File: src/rtl/riscv_test_sequencer_pkg.sv
// Shared types and constants for the RISC-V test sequencer and its watchdog.
package riscv_test_pkg;

    typedef enum logic [2:0] {
        S_IDLE = 3'd0,
        S_LOAD = 3'd1,
        S_HOLD = 3'd2,
        S_RUN  = 3'd3,
        S_DONE = 3'd4
    } seq_state_e;

    typedef enum logic [2:0] {
        ST_NONE     = 3'd0,
        ST_PASS     = 3'd1,
        ST_FAIL     = 3'd2,
        ST_TIMEOUT  = 3'd3,
        ST_OVERFLOW = 3'd4,
        ST_MISMATCH = 3'd5
    } test_status_e;

    localparam logic [31:0] TOHOST_DEFAULT = 32'h0000_1000;
    localparam logic [31:0] PASS_CODE      = 32'd1;

endpackage

File: src/rtl/riscv_test_sequencer_if.sv
// Program-image load stream: the image source is the master, the sequencer the slave.
interface riscv_test_sequencer_if;

    logic        ld_valid;
    logic        ld_ready;
    logic [31:0] ld_data;
    logic        ld_last;

    modport master (
        output ld_valid,
        output ld_data,
        output ld_last,
        input  ld_ready
    );

    modport slave (
        input  ld_valid,
        input  ld_data,
        input  ld_last,
        output ld_ready
    );

endinterface

File: src/rtl/riscv_test_sequencer_watchdog.sv
// RUN-phase cycle counter: saturates at all-ones, flags the final allowed cycle.
module riscv_run_watchdog #(
    parameter int unsigned TIMEOUT_CYC = 100000
) (
    input  logic        i_clk,
    input  logic        i_reset,
    input  logic        i_clear,
    input  logic        i_enable,
    output logic [31:0] o_count,
    output logic        o_expired
);

    localparam logic [31:0] LAST_CYC = 32'(TIMEOUT_CYC - 1);

    logic [31:0] r_count;

    always_ff @(posedge i_clk) begin
        if (i_reset || i_clear) begin
            r_count <= '0;
        end else if (i_enable && (r_count != '1)) begin
            r_count <= r_count + 32'd1;
        end
    end

    assign o_count   = r_count;
    assign o_expired = (r_count == LAST_CYC);

endmodule

File: src/rtl/riscv_test_sequencer.sv
// Run controller: loads imem, holds/releases core reset, watches for the TOHOST store.
// Optional lockstep compare against a golden core: define RISCV_LOCKSTEP_CMP_EN.
//   state | meaning
//   IDLE  | core in reset, waiting for start
//   LOAD  | accepting program words into imem
//   HOLD  | image loaded, core still in reset for RST_HOLD cycles
//   RUN   | core released, monitoring data-memory stores
//   DONE  | result latched, core back in reset
module riscv_test_sequencer
    import riscv_test_pkg::*;
#(
    parameter int unsigned IMEM_AW     = 16,
    parameter logic [31:0] TOHOST_ADDR = TOHOST_DEFAULT,
    parameter int unsigned TIMEOUT_CYC = 100000,
    parameter int unsigned RST_HOLD    = 4
) (
    input  logic                  i_clk,
    input  logic                  i_reset,
    input  logic                  i_start,
    riscv_test_sequencer_if.slave ld_if,
    output logic                  o_imem_we,
    output logic [IMEM_AW-1:0]    o_imem_addr,
    output logic [31:0]           o_imem_wdata,
    output logic                  o_cpu_reset,
    input  logic [31:0]           i_mon_a,
    input  logic [31:0]           i_mon_wd,
    input  logic                  i_mon_we,
`ifdef RISCV_LOCKSTEP_CMP_EN
    input  logic [31:0]           i_gold_a,
    input  logic [31:0]           i_gold_wd,
    input  logic                  i_gold_we,
`endif
    output logic                  o_busy,
    output logic                  o_done,
    output logic [2:0]            o_status,
    output logic [31:0]           o_tohost_val,
    output logic [31:0]           o_cycle_count
);

    localparam int unsigned      HW      = (RST_HOLD > 1) ? $clog2(RST_HOLD) : 1;
    localparam logic [IMEM_AW-1:0] IDX_MAX = '1;
    localparam logic [HW-1:0]    HOLD_LD = HW'(RST_HOLD - 1);

    seq_state_e         r_state;
    test_status_e       r_status;
    logic [IMEM_AW-1:0] r_idx;
    logic [HW-1:0]      r_hold_cnt;
    logic               r_ld_ready;
    logic               r_cpu_reset;
    logic               r_busy;
    logic               r_done;
    logic               r_imem_we;
    logic [IMEM_AW-1:0] r_imem_addr;
    logic [31:0]        r_imem_wdata;
    logic [31:0]        r_tohost_val;

    logic        w_start_ok;
    logic        w_hs;
    logic        w_tohost;
    logic        w_mismatch;
    logic        w_expired;
    logic        w_wd_en;
    logic [31:0] w_count;

    assign w_start_ok = i_start && ((r_state == S_IDLE) || (r_state == S_DONE));
    assign w_hs       = ld_if.ld_valid && r_ld_ready;
    assign w_tohost   = i_mon_we && (i_mon_a == TOHOST_ADDR);

`ifdef RISCV_LOCKSTEP_CMP_EN
    // Address/data only matter when a store is actually happening.
    assign w_mismatch = (r_state == S_RUN) &&
                        ((i_mon_we != i_gold_we) ||
                         (i_mon_we && ((i_mon_a != i_gold_a) || (i_mon_wd != i_gold_wd))));
`else
    assign w_mismatch = 1'b0;
`endif

    // A mismatching cycle is not counted, so cycle_count points at it.
    assign w_wd_en = (r_state == S_RUN) && !w_mismatch;

    riscv_run_watchdog #(
        .TIMEOUT_CYC (TIMEOUT_CYC)
    ) u_watchdog (
        .i_clk     (i_clk),
        .i_reset   (i_reset),
        .i_clear   (w_start_ok),
        .i_enable  (w_wd_en),
        .o_count   (w_count),
        .o_expired (w_expired)
    );

    always_ff @(posedge i_clk) begin
        if (i_reset) begin
            r_state      <= S_IDLE;
            r_status     <= ST_NONE;
            r_idx        <= '0;
            r_hold_cnt   <= '0;
            r_ld_ready   <= 1'b0;
            r_cpu_reset  <= 1'b1;
            r_busy       <= 1'b0;
            r_done       <= 1'b0;
            r_imem_we    <= 1'b0;
            r_imem_addr  <= '0;
            r_imem_wdata <= '0;
            r_tohost_val <= '0;
        end else begin
            r_done    <= 1'b0;
            r_imem_we <= 1'b0;
            case (r_state)
                S_IDLE, S_DONE: begin
                    if (i_start) begin
                        r_state     <= S_LOAD;
                        r_status    <= ST_NONE;
                        r_idx       <= '0;
                        r_ld_ready  <= 1'b1;
                        r_busy      <= 1'b1;
                        r_cpu_reset <= 1'b1;
                    end
                end
                S_LOAD: begin
                    if (w_hs) begin
                        r_imem_we    <= 1'b1;
                        r_imem_addr  <= r_idx;
                        r_imem_wdata <= ld_if.ld_data;
                        if (ld_if.ld_last) begin
                            r_state    <= S_HOLD;
                            r_ld_ready <= 1'b0;
                            r_hold_cnt <= HOLD_LD;
                        end else if (r_idx == IDX_MAX) begin
                            r_state      <= S_DONE;
                            r_ld_ready   <= 1'b0;
                            r_busy       <= 1'b0;
                            r_done       <= 1'b1;
                            r_status     <= ST_OVERFLOW;
                            r_tohost_val <= '1;
                        end else begin
                            r_idx <= r_idx + 1'b1;
                        end
                    end
                end
                S_HOLD: begin
                    if (r_hold_cnt == '0) begin
                        r_state     <= S_RUN;
                        r_cpu_reset <= 1'b0;
                    end else begin
                        r_hold_cnt <= r_hold_cnt - 1'b1;
                    end
                end
                S_RUN: begin
                    if (w_mismatch || w_tohost || w_expired) begin
                        r_state     <= S_DONE;
                        r_cpu_reset <= 1'b1;
                        r_busy      <= 1'b0;
                        r_done      <= 1'b1;
                    end
                    if (w_mismatch) begin
                        r_status     <= ST_MISMATCH;
                        r_tohost_val <= i_mon_wd;
                    end else if (w_tohost) begin
                        r_status     <= (i_mon_wd == PASS_CODE) ? ST_PASS : ST_FAIL;
                        r_tohost_val <= i_mon_wd;
                    end else if (w_expired) begin
                        r_status <= ST_TIMEOUT;
                    end
                end
                default: r_state <= S_IDLE;
            endcase
        end
    end

    assign ld_if.ld_ready = r_ld_ready;
    assign o_imem_we      = r_imem_we;
    assign o_imem_addr    = r_imem_addr;
    assign o_imem_wdata   = r_imem_wdata;
    assign o_cpu_reset    = r_cpu_reset;
    assign o_busy         = r_busy;
    assign o_done         = r_done;
    assign o_status       = r_status;
    assign o_tohost_val   = r_tohost_val;
    assign o_cycle_count  = w_count;

endmodule
File: src/flat_wrapper.sv
// flat-port wrapper written by rule: the top's interface ports become plain ports
module riscv_test_sequencer_flat import riscv_test_pkg::*;
#(
    parameter int unsigned IMEM_AW     = 16,
    parameter logic [31:0] TOHOST_ADDR = TOHOST_DEFAULT,
    parameter int unsigned TIMEOUT_CYC = 100000,
    parameter int unsigned RST_HOLD    = 4
)
  (i_clk, i_reset, i_start, o_imem_we, o_imem_addr, o_imem_wdata, o_cpu_reset, i_mon_a, i_mon_wd, i_mon_we, o_busy, o_done, o_status, o_tohost_val, o_cycle_count, ld_if_ld_valid, ld_if_ld_data, ld_if_ld_last, ld_if_ld_ready);
  riscv_test_sequencer_if ld_if_i ();
  input  logic i_clk;
  input  logic i_reset;
  input  logic i_start;
  output logic o_imem_we;
  output logic [IMEM_AW-1:0] o_imem_addr;
  output logic [31:0] o_imem_wdata;
  output logic o_cpu_reset;
  input  logic [31:0] i_mon_a;
  input  logic [31:0] i_mon_wd;
  input  logic i_mon_we;
  output logic o_busy;
  output logic o_done;
  output logic [2:0] o_status;
  output logic [31:0] o_tohost_val;
  output logic [31:0] o_cycle_count;
  input wire logic [$bits(ld_if_i.ld_valid)-1:0] ld_if_ld_valid;
  input wire logic [$bits(ld_if_i.ld_data)-1:0] ld_if_ld_data;
  input wire logic [$bits(ld_if_i.ld_last)-1:0] ld_if_ld_last;
  output wire logic [$bits(ld_if_i.ld_ready)-1:0] ld_if_ld_ready;
  assign ld_if_i.ld_valid = ld_if_ld_valid;
  assign ld_if_i.ld_data = ld_if_ld_data;
  assign ld_if_i.ld_last = ld_if_ld_last;
  assign ld_if_ld_ready = ld_if_i.ld_ready;
  riscv_test_sequencer #(.IMEM_AW(IMEM_AW), .TOHOST_ADDR(TOHOST_ADDR), .TIMEOUT_CYC(TIMEOUT_CYC), .RST_HOLD(RST_HOLD)) u_core (.i_clk(i_clk), .i_reset(i_reset), .i_start(i_start), .ld_if(ld_if_i), .o_imem_we(o_imem_we), .o_imem_addr(o_imem_addr), .o_imem_wdata(o_imem_wdata), .o_cpu_reset(o_cpu_reset), .i_mon_a(i_mon_a), .i_mon_wd(i_mon_wd), .i_mon_we(i_mon_we), .o_busy(o_busy), .o_done(o_done), .o_status(o_status), .o_tohost_val(o_tohost_val), .o_cycle_count(o_cycle_count));
endmodule
File: config.mk
export PLATFORM = sky130hd
export DESIGN_NAME = riscv_test_sequencer_flat
export DESIGN_NICKNAME = d
export VERILOG_FILES = /design/src/rtl/riscv_test_sequencer_pkg.sv /design/src/rtl/riscv_test_sequencer_if.sv /design/src/rtl/riscv_test_sequencer_watchdog.sv /design/src/rtl/riscv_test_sequencer.sv /design/src/flat_wrapper.sv
export SDC_FILE = /design/constraint.sdc
export NUM_CORES = 1
export LEC_CHECK = 0
export ABC_AREA = 1
export CAP_MARGIN = 20
export CORE_MARGIN = 8
export CORE_UTILIZATION = 49
export CTS_BUF_LIST = sky130_fd_sc_hd__clkbuf_4
export DETAILED_ROUTE_END_ITERATION = 10
export GPL_TIMING_DRIVEN = 1
export PLACE_DENSITY_LB_ADDON = 0.05
export SKIP_LAST_GASP = 1
export SLEW_MARGIN = 15
export SYNTH_ARGS = -nofsm -noshare
export SYNTH_HDL_FRONTEND = slang
export SYNTH_SLANG_ARGS = --single-unit
File: constraint.sdc
create_clock -name i_clk -period 2.2 [get_ports i_clk]
set_input_delay 0.55 -clock i_clk [delete_from_list [all_inputs] [get_ports i_clk]]
set_output_delay 0.55 -clock i_clk [all_outputs]
set_load 0.005 [all_outputs]
# After elaboration in Yosys (flattened, before gate mapping)
# Cells that the tools add are included.
# word_totals
ff_bits	141
input_bits	102
wordCells	109
# op_classes
addsub	3
eq_ne	21
muxes	46
bitwise_logic	1
n_reduce_logical	25
# ops
op	count
32-bit 2-to-1 mux	4
16-bit 2-to-1 mux	4
32-bit case mux with 2 select lines	1
3-bit 2-to-1 mux	11
32-bit by 1-bit adder with 32-bit output, second input constant	1
32-bit by 1-bit == test with 1-bit output, second input constant	1
32-bit by 13-bit == test with 1-bit output, second input constant	1
32-bit by 17-bit == test with 1-bit output, second input constant	1
32-bit != test, second input constant	1
16-bit case mux with 2 select lines	1
16-bit by 1-bit adder with 16-bit output, second input constant	1
16-bit == test, second input constant	1
5-bit AND reduction	3
1-bit 2-to-1 mux	14
3-bit case mux with 4 select lines	1
4-bit AND reduction	3
6-bit AND reduction	2
2-bit by 1-bit != test with 1-bit output, second input constant	5
2-bit != test, second input constant	5
3-bit case mux with 3 select lines	1
2-bit 2-to-1 mux	4
3-bit by 2-bit == test with 1-bit output, second input constant	2
1-bit case mux with 3 select lines	2
2-bit nonzero test	3
other kinds (15)	23

# Logic depth before layout (Yosys ltp)
# depth
word_depth	5
ltp_mapped	13
depth_no_buf	12

# Cells and area by module
# Synthesis repeated with hierarchy kept, for this count alone.
# unflattened
cells_unflattened	1059
hier_area_um2	7091.8
# modules_own_cells
mod	n_inst	cells_per_inst	area_each_um2	seq_area_each_um2
riscv_test_sequencer	1	735	5088.6	2182.1
riscv_run_watchdog	1	324	2003.2	640.6

# Worst setup path before layout
# No wires, ideal clock.
# synth_path
kind	in2reg
startpoint	input i_mon_a[9]
endpoint	register u_core.r_tohost_val[25], in the netlist u_core.o_tohost_val[25]
arrival_time_ps	1654
setup_slack_ps	436
stages	10
n_path_buf	1
path_cell_list	nor2_1 -> and2_1 -> nand2_1 -> nor2_1 -> nand3_1 -> nand2_1 -> clkbuf_1 -> nand4_1 -> nand2_1 -> nor2_1
# synth_via
elab_chain_len	4
# synth_lines
item	line	source
start, declared	flat_wrapper.sv:18	input logic [31:0] i_mon_a;
32-bit by 13-bit == test with 1-bit output	riscv_test_sequencer.sv:67	assign w_tohost = i_mon_we && (i_mon_a == TOHOST_ADDR);
1-bit logical AND	riscv_test_sequencer.sv:67	
2-bit by 1-bit != test with 1-bit output (no source line)	--	
5-bit AND reduction (no source line)	--	
end signal, assigned	riscv_test_sequencer.sv:158	r_tohost_val <= i_mon_wd;
end signal, assigned	riscv_test_sequencer.sv:161	r_tohost_val <= i_mon_wd;
end, declared	riscv_test_sequencer.sv:55	logic [31:0] r_tohost_val;
# No other way between the ends.
# A chain may end at the register's enable or synchronous reset.

# Worst setup path in the final report
# layout_path
startpoint	register u_core.u_watchdog.r_count[20], in the netlist u_core.u_watchdog.o_count[20]
endpoint	output o_cycle_count[20]
# layout_rtl
item	line	source
start, declared	riscv_test_sequencer_watchdog.sv:15	logic [31:0] r_count;
start signal, assigned	riscv_test_sequencer_watchdog.sv:21	r_count <= r_count + 32'd1;
end, declared	flat_wrapper.sv:25	output logic [31:0] o_cycle_count;
# No word-level cell between the ends.

==> impl_metrics.toml <==
[run_status]
outcome = "complete, no violations"

[timing]
finalSetupTns_ns = 0
period_share_pct = 95.9
report.final.hold_viol_count = 0
whs_ns = 0.470
period_needed_ns = 2.11
rsz0062_at_grt = "false"
slew_headroom_pct = 69.0
fmax_mhz = 474
setup_violations = 0
slew_violations = 0
skew_ns = 0.0313
worst_slew_pin_slew_ns = 0.462

[yosys]
yosys.area.top_type = "dfxtp_1"
synth_warnings = 0
synth-seq-cells = 141
synth_common_cells = "nand2_1, nor2_1, inv_1"
seq_area_frac_synth_pct = 38.3
netlist_area_um2 = 7370
netlist_instances = 1173
ys.flop_type = "dfxtp_1"
synth_top_area_share_pct = 38.3
synth.distinct_cells = 32
yosysMostFrequentCell = "nand2_1"
syn_area_per_cell_um2 = 6.29
synth_edf_count = 0
syn_nets = 1278
async_reset_ff_share_pct = 0
synthTopCellsByArea = "dfxtp_1, nand2_1, nor2_1, inv_1, a21oi_1"

[clock_tree]
htree_levels = 4
hold_buffers = 0
clk_latency_ns = 0.56
cts_tree = "done"
cts_sinks = 141
cts-root-buf = "clkbuf_4"
clk_pin_slew_ns = 0.11
cts.path.max_buffers = 2
cts_buffers = 17

[floorplan]
die_height_um = 139
die-area_um2 = 19200
start_util_pct = 49.2
rows = 45
die_x_um = 139
coreArea_um2 = 15000
io_pins = 222

[critical_path]
slowest_stage = "clkdlybuf4s50_1"
critPathLaunchType = "register"
cp_cell_sequence = "clkdlybuf4s50_1"
worstSetupPathType = "reg2out"
cp.arrival_ns = 1.56
crit_buf_inv = 1
slowest_delay_ns = 0.56
end_kind = "output port"
cp_max_fo = 5
required_ns = 1.65
crit_family = "buffers and inverters"

[place]
post-dp-hpwl_um = 16500
place.gp.congestion = 0.915
io_buffers = 221
dp_cells = 1574

[power_and_ir_drop]
cellPowerDensity_nw_per_um2 = 816
p_leak_nw = 4.00
vdd_drop_max_v = 0.000400

[detailed_routing]
ant_nets = 0
routed_wl_um = 21800
routed_via_density = 4.94
drc = 0
vias = 7943
dr.pass1.iters = 5
drtIter0Drc = 396
routedWlPerCell_um = 13.6

[final_layout]
final_nets = 1511
drive_above_1_share_pct = 8.10
fill_cells = 1379
area_growth_pct = 39.3
instances_no_fill = 1608

[global_routing]
antenna_found_initial = 1
grt_max_degree = 65
grt_overflow = 0
grt_pass1_wl_um = 35600
track_usage_pct = 22.3
grt_pass1_vias = 7128

[run]
drv_cap = 0

[worst_hold_path]
worst_hold_path_type = "reg2reg"
## flip-flops by register name (all words and copies together) (netlist names)
name,count
u_core.u_watchdog.o_count,32
u_core.o_tohost_val,32
u_core.r_hold_cnt,2
u_core.o_imem_wdata,32
u_core.o_status,3
u_core.ld_if.ld_ready,1
u_core.o_busy,1
u_core.o_cpu_reset,1
u_core.o_imem_addr,16
u_core.o_done,1
u_core.r_state,3
u_core.o_imem_we,1
u_core.r_idx,16
## layer usage
metal  up-vias  GRT usage [%]  share of wire [%]
li1       4128              -                  -
met1      3557           28.3                 45
met2       240           36.6                 48
met3        18           4.72                6.1
met4         0           7.74                1.4
met5         -              0                  0
## through the flow
step	setup slack [ns]	instance area (um2)	power, W	util (%)
after floorplan	0.436	7370	0.00517	-
after global placement	-0.0565	9950	0.00669	66.4
after detailed placement	-0.107	9950	0.00675	66.4
after CTS	0.00546	10200	0.00846	68.4
after global routing	0.00943	10300	0.00902	68.6
final	0.0906	10300	0.00838	68.6
## kinds of logic after synthesis
family                     synth area share [%]
adders and majority gates                 0.509
AOI/OAI and AO/OA                          8.52
buffers and inverters                      11.0
and+or+nand+nor                            39.1
DFF                                        38.3
xor gates and xnor gates                   2.61
## final cells by class
class	instances	area (um2)	area share, %
diodes	1	2.50	0.0244
clock buffers	17	128	1.24
clock inverters	15	160	1.56
inverters	148	556	5.41
multi-input cells	834	3750	36.5
flip-flops and latches	141	2840	27.7
well taps	188	235	2.29
repair buffers	264	2600	25.3
## placed cells by master (no fill, tap or decap), types with 5 or more instances in the layout
cell type	Yosys	layout
a21oi_1	60	59
buf_12	0	5
buf_4	1	38
clkbuf_4	0	17
clkdlybuf4s50_1	0	221
dfxtp_1	141	125
dfxtp_2	0	16
inv_1	142	141
inv_2	5	6
inv_6	0	5
nand2_1	284	284
nand3_1	39	39
nand3b_1	5	5
nand4_1	43	43
nor2_1	271	271
nor3_1	25	25
o21ai_0	58	58
xor2_1	21	21
## power breakdown
| group | total, W | switching (W) | internal (W) |
|---|---|---|---|
| Combinational | 0.00352 | 0.00189 | 0.00163 |
| Clock | 0.00170 | 0.00101 | 0.000687 |
| Sequential | 0.00317 | 0.000211 | 0.00296 |
## worst paths after layout
check / slack, ns / startpoint / end / depth (start not counted)
worst max register to register: 0.19 / u_core.r_idx[1]$_SDFFE_PP0P_ / u_core.o_tohost_val[30]$_SDFFE_PP0P_ / 11
worst min register to register: 0.47 / u_core.o_busy$_SDFFE_PP0P_ / u_core.o_busy$_SDFFE_PP0P_ / 2
worst max-delay path: 0.09 / u_core.u_watchdog.o_count[20]$_SDFFE_PP0P_ / o_cycle_count[20] / 1
worst min-delay path: 0.47 / u_core.o_busy$_SDFFE_PP0P_ / u_core.o_busy$_SDFFE_PP0P_ / 2
## timing repair
item	4_1_cts	5_1_grt
setup endpoints to repair	4	44
resized for setup	4	14
setup buffers	0	1
No activity file was read; power rests on OpenSTA's default activity.
